### src/rtl/alu_issue_pkg.sv
// Shared types and constants for the alu_issue block.
// Optional feature: define ALU_ISSUE_MUL_EN to make the multiply opcode legal.
package alu_issue_pkg;

    localparam logic [3:0] OP_ADD = 4'b0000;
    localparam logic [3:0] OP_SUB = 4'b0001;
    localparam logic [3:0] OP_MUL = 4'b0010;
    localparam logic [3:0] OP_OR  = 4'b0011;
    localparam logic [3:0] OP_AND = 4'b0100;
    localparam logic [3:0] OP_XOR = 4'b0101;
    localparam logic [3:0] OP_LDI = 4'b1111;

    localparam logic [2:0] SR_NONE = 3'b000;
    localparam logic [2:0] SR_RSH  = 3'b001;
    localparam logic [2:0] SR_LSH  = 3'b010;
    localparam logic [2:0] SR_ROR  = 3'b011;

    // Instruction word field positions; imm overlaps rs1/rs2 and is only meaningful for LDI.
    localparam int OP_MSB   = 31;
    localparam int OP_LSB   = 28;
    localparam int SRC_MSB  = 27;
    localparam int SRC_LSB  = 25;
    localparam int SRB_MSB  = 24;
    localparam int SRB_LSB  = 20;
    localparam int RD_MSB   = 19;
    localparam int RD_LSB   = 17;
    localparam int RS1_MSB  = 16;
    localparam int RS1_LSB  = 14;
    localparam int RS2_MSB  = 13;
    localparam int RS2_LSB  = 11;
    localparam int IMM_MSB  = 16;
    localparam int IMM_LSB  = 0;

    typedef enum logic [1:0] {
        ST_IDLE  = 2'd0,
        ST_ISSUE = 2'd1,
        ST_WB    = 2'd2,
        ST_ERR   = 2'd3
    } state_t;

    function automatic logic op_is_alu(input logic [3:0] op);
        logic ok;
        case (op)
            OP_ADD, OP_SUB, OP_OR, OP_AND, OP_XOR: ok = 1'b1;
`ifdef ALU_ISSUE_MUL_EN
            OP_MUL: ok = 1'b1;
`else
            OP_MUL: ok = 1'b0;
`endif
            default: ok = 1'b0;
        endcase
        return ok;
    endfunction

endpackage

### src/rtl/alu_issue_if.sv
// Instruction handshake between an issuing master and the alu_issue block.
interface alu_issue_if;
    logic        instr_valid;
    logic        instr_ready;
    logic [31:0] instr;

    modport master (output instr_valid, output instr, input  instr_ready);
    modport slave  (input  instr_valid, input  instr, output instr_ready);
endinterface

### src/rtl/alu_issue_regfile.sv
// 8x32 register file: two asynchronous read ports, one synchronous write port, r0 hard-wired to zero.
module alu_issue_regfile (
    input  logic        clk,
    input  logic        rst,
    input  logic [2:0]  ra1,
    output logic [31:0] rd1,
    input  logic [2:0]  ra2,
    output logic [31:0] rd2,
    input  logic        we,
    input  logic [2:0]  wa,
    input  logic [31:0] wd
);
    logic [31:0] mem [0:7];

    always_ff @(posedge clk) begin
        if (rst) begin
            for (int i = 0; i < 8; i++) mem[i] <= '0;
        end else if (we && (wa != 3'd0)) begin
            mem[wa] <= wd;
        end
    end

    assign rd1 = (ra1 == 3'd0) ? '0 : mem[ra1];
    assign rd2 = (ra2 == 3'd0) ? '0 : mem[ra2];
endmodule

### src/rtl/alu_issue.sv
// Single-issue sequencer: decodes one instruction at a time, drives an external ALU, writes back.
// Optional feature: ALU_ISSUE_MUL_EN enables the multiply opcode (see alu_issue_pkg::op_is_alu).
//
// state    | meaning
// ST_IDLE  | ready for an instruction; decode on accept
// ST_ISSUE | operands and controls on the ALU port, result captured at the edge
// ST_WB    | write result to rd, done pulse
// ST_ERR   | rejected instruction, illegal pulse
module alu_issue
    import alu_issue_pkg::*;
(
    input  logic        clk,
    input  logic        rst,
    alu_issue_if.slave  bus,
    output logic [31:0] alu_in1,
    output logic [31:0] alu_in2,
    output logic [3:0]  alu_opcode,
    output logic [2:0]  alu_sr_cont,
    output logic [4:0]  alu_sr_bit,
    input  logic [31:0] alu_out,
    output logic        done,
    output logic [2:0]  done_rd,
    output logic [31:0] done_data,
    output logic        illegal
);
    state_t      state, state_n;
    logic [3:0]  ir_op;
    logic [2:0]  ir_cont;
    logic [4:0]  ir_sb;
    logic [2:0]  ir_rd, ir_rs1, ir_rs2;
    logic [3:0]  in_op;
    logic [2:0]  in_cont;
    logic [31:0] rs1_data, rs2_data;
    logic        accept;

    assign in_op   = bus.instr[OP_MSB:OP_LSB];
    assign in_cont = bus.instr[SRC_MSB:SRC_LSB];
    assign accept  = (state == ST_IDLE) && bus.instr_valid;

    assign bus.instr_ready = (state == ST_IDLE);
    // Gated by rst so an instruction aborted in WB never reports or writes.
    assign done    = (state == ST_WB)  && !rst;
    assign illegal = (state == ST_ERR) && !rst;

    always_comb begin
        state_n = state;
        unique case (state)
            ST_IDLE: begin
                if (bus.instr_valid) begin
                    if (in_op == OP_LDI)                         state_n = ST_WB;
                    else if (op_is_alu(in_op) && !in_cont[2])    state_n = ST_ISSUE;
                    else                                         state_n = ST_ERR;
                end
            end
            ST_ISSUE: state_n = ST_WB;
            ST_WB:    state_n = ST_IDLE;
            ST_ERR:   state_n = ST_IDLE;
            default:  state_n = ST_IDLE;
        endcase
    end

    always_comb begin
        alu_in1     = '0;
        alu_in2     = '0;
        alu_opcode  = '0;
        alu_sr_cont = SR_NONE;
        alu_sr_bit  = '0;
        if (state == ST_ISSUE) begin
            alu_in1     = rs1_data;
            alu_in2     = rs2_data;
            alu_opcode  = ir_op;
            alu_sr_cont = ir_cont;
            alu_sr_bit  = ir_sb;
        end
    end

    always_ff @(posedge clk) begin
        if (rst) begin
            state     <= ST_IDLE;
            ir_op     <= '0;
            ir_cont   <= '0;
            ir_sb     <= '0;
            ir_rd     <= '0;
            ir_rs1    <= '0;
            ir_rs2    <= '0;
            done_rd   <= '0;
            done_data <= '0;
        end else begin
            state <= state_n;
            if (accept) begin
                ir_op   <= in_op;
                ir_cont <= in_cont;
                ir_sb   <= bus.instr[SRB_MSB:SRB_LSB];
                ir_rd   <= bus.instr[RD_MSB:RD_LSB];
                ir_rs1  <= bus.instr[RS1_MSB:RS1_LSB];
                ir_rs2  <= bus.instr[RS2_MSB:RS2_LSB];
            end
            // done_rd/done_data load on entry to WB and hold afterwards.
            if (accept && (in_op == OP_LDI)) begin
                done_rd   <= bus.instr[RD_MSB:RD_LSB];
                done_data <= {15'b0, bus.instr[IMM_MSB:IMM_LSB]};
            end
            if (state == ST_ISSUE) begin
                done_rd   <= ir_rd;
                done_data <= alu_out;
            end
        end
    end

    alu_issue_regfile u_regfile (
        .clk (clk),
        .rst (rst),
        .ra1 (ir_rs1),
        .rd1 (rs1_data),
        .ra2 (ir_rs2),
        .rd2 (rs2_data),
        .we  (done),
        .wa  (done_rd),
        .wd  (done_data)
    );
endmodule

### src/flat_wrapper.sv
// flat-port wrapper written by rule: the top's interface ports become plain ports
module alu_issue_flat import alu_issue_pkg::*;
  (clk, rst, alu_in1, alu_in2, alu_opcode, alu_sr_cont, alu_sr_bit, alu_out, done, done_rd, done_data, illegal, bus_instr_valid, bus_instr, bus_instr_ready);
  alu_issue_if bus_i ();
  input  logic clk;
  input  logic rst;
  output logic [31:0] alu_in1;
  output logic [31:0] alu_in2;
  output logic [3:0] alu_opcode;
  output logic [2:0] alu_sr_cont;
  output logic [4:0] alu_sr_bit;
  input  logic [31:0] alu_out;
  output logic done;
  output logic [2:0] done_rd;
  output logic [31:0] done_data;
  output logic illegal;
  input wire logic [$bits(bus_i.instr_valid)-1:0] bus_instr_valid;
  input wire logic [$bits(bus_i.instr)-1:0] bus_instr;
  output wire logic [$bits(bus_i.instr_ready)-1:0] bus_instr_ready;
  assign bus_i.instr_valid = bus_instr_valid;
  assign bus_i.instr = bus_instr;
  assign bus_instr_ready = bus_i.instr_ready;
  alu_issue u_core (.clk(clk), .rst(rst), .bus(bus_i), .alu_in1(alu_in1), .alu_in2(alu_in2), .alu_opcode(alu_opcode), .alu_sr_cont(alu_sr_cont), .alu_sr_bit(alu_sr_bit), .alu_out(alu_out), .done(done), .done_rd(done_rd), .done_data(done_data), .illegal(illegal));
endmodule
### config.mk
export PLATFORM = sky130hd
export DESIGN_NAME = alu_issue_flat
export DESIGN_NICKNAME = d
export VERILOG_FILES = /design/src/rtl/alu_issue_pkg.sv /design/src/rtl/alu_issue_if.sv /design/src/rtl/alu_issue_regfile.sv /design/src/rtl/alu_issue.sv /design/src/flat_wrapper.sv
export SDC_FILE = /design/constraint.sdc
export NUM_CORES = 1
export LEC_CHECK = 0
export CORE_MARGIN = 10
export CORE_UTILIZATION = 50
export DETAILED_ROUTE_END_ITERATION = 10
export PLACE_DENSITY_LB_ADDON = 0.3
export SLEW_MARGIN = 20
export SYNTH_ARGS = -nofsm -noshare
export SYNTH_HDL_FRONTEND = slang
export SYNTH_SLANG_ARGS = --single-unit
export TNS_END_PERCENT = 50
### constraint.sdc
create_clock -name clk -period 3.1 [get_ports clk]
set_input_delay 0.775 -clock clk [delete_from_list [all_inputs] [get_ports clk]]
set_output_delay 0.775 -clock clk [all_outputs]
set_load 0.01 [all_outputs]
==> results.py, run 1 <==
metrics = {
    "sta": {
        "setup_violations": 0,
        "drv_slew": 0,
        "worst_slack_ns": 0.0243,
        "skew_ns": 0.0200,
        "slew_headroom_pct": 46.1,
        "worst_pin_slew_ns": 0.806,
        "rsz0062_at_grt": "true",
        "fin_crit_ns": 3.08,
        "fin_crit_sh_pct": 99.2,
        "hold_viol": 0,
        "tns_ns": 0,
        "fmax_mhz": 325,
    },
    "setup_path": {
        "slowest_stage": "mux4_2",
        "crit_fanout": 5,
        "arrival_ns": 2.30,
        "required_ns": 2.32,
        "rrSetupSlack_ns": 1.12,
        "rr_startpoint": "u_core.state[1]",
        "start_kind": "register",
        "r2r.worst_path.cells": 6,
        "path_buf_inv": 4,
        "timing_worst_setup_path_type": "reg2out",
        "max_stage_delay_ns": 0.50,
        "crit_chain": "buf_4 -> buf_6 -> buf_16 -> mux4_2 -> a22o_1 -> dlygate4sd2_1",
        "crit_path_end_kind": "primary output",
        "cp_top_family": "buffers and inverters",
        "r2r_end": "u_core.u_regfile.mem[4][18]",
    },
    "layout": {
        "final_common_cell": "edfxtp_1",
        "area_growth_pct": 24.7,
        "finalNonFillerCells": 1699,
        "final_nets": 1344,
        "design_area_um2": 19600,
        "drive_above_1_share_pct": 22.8,
        "mostFrequentLayoutCells": "256 x edfxtp_1, 236 x and2_1, 128 x mux4_2, 115 x clkdlybuf4s50_1, 64 x a22o_1",
        "n_fill_cell": 2211,
    },
    "floorplan": {
        "die_x_um": 197,
        "die_h_um": 197,
        "io-pin-count": 181,
        "die-area_um2": 38900,
        "fp-row-count": 64,
        "start_util_pct": 51.0,
        "core_area_um2": 30800,
    },
    "global_routing": {
        "grt.overflow.total": 0,
        "grt_pass1_vias": 10800,
        "track_usage_pct": 22.7,
        "grt_pass1_wl_um": 66500,
        "grt_max_degree": 65,
        "antenna_found_initial": 0,
    },
    "clock_tree": {
        "clock-root-buffer": "clkbuf_16",
        "cts_tree": "yes",
        "clock-sinks": 320,
        "cts_buffers": 36,
        "htree_levels": 2,
        "clockBufferDepth": 3,
        "clock_latency_ns": 0.52,
        "clk_pin_slew_ns": 0.06,
    },
    "placement": {
        "place.gp.congestion": 0.778,
        "dp_slack_ns": 0.289,
        "dpl.cell_count": 1606,
        "post_dp_cell_area_um2": 18100,
        "hpwl_um": 25600,
        "port_buffers": 180,
    },
    "yosys": {
        "synth_top_area_share_pct": 48.9,
        "synth-edff-count": 256,
        "ys_warn_count": 0,
        "ys_types": 33,
        "synth-seq-area-share_pct": 57.0,
        "synth.largest_area_cell": "edfxtp_1",
        "syn_area_per_cell_um2": 15.1,
        "synth_top_cells_by_area": "edfxtp_1 49%, mux4_2 18%, and2_1 9.4%, dfxtp_1 8.1%, a22o_1 3.6%",
        "async_reset_ff_share_pct": 0,
        "syn_inst": 1044,
        "synth_area_um2": 15700,
        "ys_seq_elements": 320,
        "synth_flop_cell": "edfxtp_1",
    },
    "run_status": {
        "status": "finished, final reports clean",
    },
    "detailed_routing": {
        "drc": 0,
        "vias_per_cell": 5.96,
        "wirelength_um": 44200,
        "drt_iter0_drc": 948,
        "vias": 10100,
        "dr.pass1.iters": 5,
        "ant_nets": 0,
        "wl_per_cell_um": 26.0,
    },
    "power_and_ir_drop": {
        "p_leak_uw": 0.00711,
        "ir_drop_mv": 0.399,
        "power_density_nw_per_um2": 520,
    },
    "worst_hold_path": {
        "hp-class": "reg2reg",
        "hp-start": "u_core.ir_cont[1]",
        "min_path_cells": 2,
        "whs_endpoint": "u_core.ir_cont[1]",
    },
    "job": {
        "cap_violations": 0,
    },
}
==> synthesized netlist by cell type, types with 2 or more instances <==
cell      count
dfxtp_1      64
or2_2         7
clkbuf_1     36
edfxtp_1    256
buf_4         6
mux2i_1      20
nand2b_1      4
nand3_1      15
a22o_1       64
clkbuf_2      2
buf_2        12
mux4_2      128
nor3b_2       3
buf_6        26
nor3_1        4
a211oi_2     10
nand2_1      60
buf_1         3
and2_1      236
nor2_1       26
a21oi_1      37
nor2_8        3
a211oi_1     10
nor3_2        3
==> tightest hold or removal path: stages, from the launching register on <==
cell and delay (ns):
dfxtp_1 0.30, nand2_1 0.05, a21oi_1 0.05
==> report_power, final <==
group          total [µW]  switching [µW]  internal [µW]  leakage [µW]
combinational        1190             564            626       0.00342
clock                4000            1650           2350      0.000541
sequential           5000             169           4830       0.00315
==> cells by family (layout without fill, tap and decap cells) <==
| family | Yosys count | after routing | synth area share (%) |
|---|---|---|---|
| and+or+nand+nor | 366 | 366 | 13.7 |
| DFF | 320 | 320 | 57.0 |
| muxes | 148 | 148 | 19.6 |
| AOI/OAI and AO/OA | 123 | 123 | 6.12 |
| buffers and inverters | 86 | 313 | 3.55 |
| other | 1 | 33 | 0.0239 |
==> state kept, by name (all words and copies together) (netlist names), named ones only <==
signal	cells
u_core.done_data	32
u_core.done_rd	3
u_core.ir_cont	3
u_core.ir_op	4
u_core.ir_rd	3
u_core.ir_rs1	3
u_core.ir_rs2	3
u_core.ir_sb	5
u_core.state	2
u_core.u_regfile.mem	256
==> routing by layer <==
| metal | up-vias | wire [µm] | global-route usage, % | part of all wire [%] |
|---|---|---|---|---|
| li1 | 4448 | - | - | - |
| met1 | 5147 | 17900 | 30.1 | 41 |
| met2 | 470 | 21400 | 37.2 | 48 |
| met3 | 64 | 4060 | 5.28 | 9.2 |
| met4 | 0 | 792 | 5.95 | 1.8 |
| met5 | - | 0 | 0 | 0 |
==> cell type report <==
| class | instances | area [µm²] | share of cell area (%) |
|---|---|---|---|
| Clock buffer | 48 | 1010 | 5.14 |
| Antenna cell | 1 | 2.50 | 0.0128 |
| Tap cell | 396 | 495 | 2.53 |
| Multi-Input combinational cell | 669 | 6370 | 32.5 |
| Timing Repair Buffer | 249 | 2660 | 13.6 |
| Clock inverter | 15 | 88.8 | 0.453 |
| Inverter | 1 | 3.75 | 0.0191 |
| Sequential cell | 320 | 8980 | 45.8 |
==> stage by stage <==
| step | power (µW) | util [%] | hold WS, ns |
|---|---|---|---|
| floorplan | 5690 | - | 0.432 |
| global placement | 6150 | 58.6 | 0.438 |
| finish | 10200 | 63.6 | 0.449 |
| detailed placement | 6180 | 58.6 | 0.444 |
| global route | 10500 | 63.6 | 0.463 |
| CTS | 10200 | 63.5 | 0.452 |
==> how the worst max path moves through the flow <==
stage          startpoint                          to  slack, ns  cells past startpoint
2_1_floorplan         rst  u_core.u_regfile.mem[6][0]       0.70                      4
3_3_place_gp     register                 alu_in1[30]       0.30                      4
3_5_place_dp     register                 alu_in1[30]       0.29                      4
4_1_cts          register                 alu_in1[18]      -0.07                      7
5_1_grt          register                 alu_in1[14]      -0.02                      7
6_report         register                 alu_in1[28]       0.02                      6
==> timing repair <==
action                                  in CTS  in global routing
cloned                                       7                  2
hold buffers                                 0                  0
pin swaps                                    3                  3
gates resized for setup                    129                 21
endpoints found under the setup margin      64                 52
setup buffers                               19                  3
(Power assumes the default switching activity.)
==> run 2, diff against run 1 <==
Settings changed: REMOVE_ABC_BUFFERS set to 1.
==> results.py, run 2 (synthesized netlist as in run 1, its figures left out) <==
metrics = {
    "detailed_routing": {
        "vias_per_cell": 5.98,
        "ant_nets": 0,
        "wirelength_um": 44900,
        "drc": 0,
        "drt_iter0_drc": 763,
        "dr.pass1.iters": 5,
        "wl_per_cell_um": 26.3,
        "vias": 10200,
    },
    "floorplan": {
        "die-area_um2": 38900,
        "fp-row-count": 64,
        "io-pin-count": 181,
        "start_util_pct": 51.0,
        "die_x_um": 197,
        "core_area_um2": 30800,
        "die_h_um": 197,
    },
    "sta": {
        "hold_viol": 0,
        "setup_violations": 0,
        "fin_crit_sh_pct": 99.1,
        "worst_pin_slew_ns": 0.760,
        "worst_slack_ns": 0.0276,
        "slew_headroom_pct": 49.2,
        "drv_slew": 0,
        "fin_crit_ns": 3.07,
        "skew_ns": 0.0107,
        "rsz0062_at_grt": "true",
        "whs_ns": 0.447,
        "fmax_mhz": 325,
    },
    "placement": {
        "dp_slack_ns": 0.196,
        "port_buffers": 180,
        "place.gp.congestion": 0.761,
        "hpwl_um": 25100,
    },
    "layout": {
        "drive_above_1_share_pct": 23.2,
        "final_nets": 1356,
        "final_common_cell": "edfxtp_1",
        "reg_top3": "u_core.u_regfile.mem (256), u_core.done_data (32), u_core.ir_sb (5)",
        "regMostFlops": "u_core.u_regfile.mem",
        "largest_reg_flops": 256,
        "mostFrequentLayoutCells": "256 x edfxtp_1, 236 x and2_1, 128 x mux4_2, 115 x clkdlybuf4s50_1, 62 x a22o_1",
        "num_antenna_cells": 0,
        "area_growth_pct": 26.0,
    },
    "clock_tree": {
        "clock_latency_ns": 0.51,
        "cts_buffers": 36,
        "clk_pin_slew_ns": 0.06,
        "htree_levels": 2,
        "cts_tree": "yes",
        "postCtsHoldBufs": 0,
        "clockBufferDepth": 3,
        "clock-root-buffer": "clkbuf_16",
        "clock-sinks": 320,
    },
    "run_status": {
        "status": "finished, final reports clean",
    },
    "power_and_ir_drop": {
        "power_density_nw_per_um2": 519,
        "power.switching_uw": 2380,
        "p_leak_uw": 0.00732,
        "p_int_uw": 7900,
        "clock_power_share_pct": 40.0,
        "p_total_uw": 10300,
        "p_comb_share_pct": 11.5,
        "ir_drop_mv": 0.312,
        "p_seq_share_pct": 48.4,
        "swShare_pct": 23.2,
    },
    "global_routing": {
        "grt_max_degree": 98,
        "track_usage_pct": 22.4,
        "grt_pass1_vias": 10700,
        "grt_pass1_wl_um": 65800,
        "antenna_found_initial": 0,
        "grt.overflow.total": 0,
    },
    "job": {
        "cap_violations": 0,
    },
    "setup_path": {
        "crit_path_end_kind": "primary output",
        "timing_worst_setup_path_type": "reg2out",
        "crit_fanout": 6,
        "required_ns": 2.32,
        "start_kind": "register",
        "arrival_ns": 2.30,
    },
    "worst_hold_path": {
        "hp-class": "reg2reg",
    },
}
[run 2: cell types whose count changed in the layout (fill, tap and decap cells not counted), moves of 5 or more]
cell,delta
clkinv_1,-9
buf_12,+8
buf_16,-8
clkbuf_1,+7
dlygate4sd2_1,+7
buf_2,-6
buf_4,+5
dlymetal6s2s_1,+5
[run 2: per-layer routing]
layer,GRT usage [%],vias up,part of all wire [%]
met2,37.2,583,49
met4,5.21,0,1.7
met3,5.04,55,11
li1,-,4472,-
met5,0,-,0
met1,29.4,5119,39
[run 2: final timing paths]
check,startpoint,to,slack (ns),cells after the start
setup / recovery,register,alu_in2[25],0.03,5
hold / removal,u_core.ir_cont[0],u_core.ir_cont[0],0.45,2
setup reg to reg,u_core.state[1],u_core.done_rd[2],1.05,7
hold reg to reg,u_core.ir_cont[0],u_core.ir_cont[0],0.45,2
[run 2: power groups by stage]
stage | Clock (µW) | Sequential, µW | Combinational (µW)
final | 4110 | 4980 | 1190
after detailed placement | 0 | 5080 | 1110
after global routing | 4320 | 5010 | 1260
after floorplan | 0 | 5090 | 569
after CTS | 4150 | 4980 | 1150
after global placement | 0 | 5060 | 1090
[run 2: layout make-up]
type | count | area, µm²
clock inverters | 9 | 101
well taps | 396 | 495
flip-flops and latches | 320 | 8980
inverters | 1 | 3.75
repair buffers | 261 | 2820
fillers | 2198 | 11000
multi-input cells | 669 | 6400
clock buffers | 54 | 1020
[run 2: timing repair]
item	CTS	global route
cloned	2	7
resized for setup	78	41
setup endpoints to repair	64	34
buffers inserted	11	17
pin swaps	3	6
[run 2: per-stage QoR]
| stage | std cells | setup TNS [ns] | area (µm²) | utilization [%] |
|---|---|---|---|---|
| after floorplan | 990 | -84.67 | 15300 | - |
| after global placement | 1611 | 0 | 18200 | 59.1 |
| after detailed placement | 1611 | 0 | 18200 | 59.1 |
| after CTS | 1687 | -0.792 | 19500 | 63.2 |
| after global routing | 1710 | -0.0607 | 19800 | 64.3 |
| final | 1710 | 0 | 19800 | 64.3 |
[run 2: worst max-delay path, stage by stage (launching register included)]
cell and delay (ns):
dfxtp_4 0.41, buf_8 0.17, clkbuf_16 0.18, mux4_2 0.49, a22o_1 0.25, dlygate4sd2_1 0.29
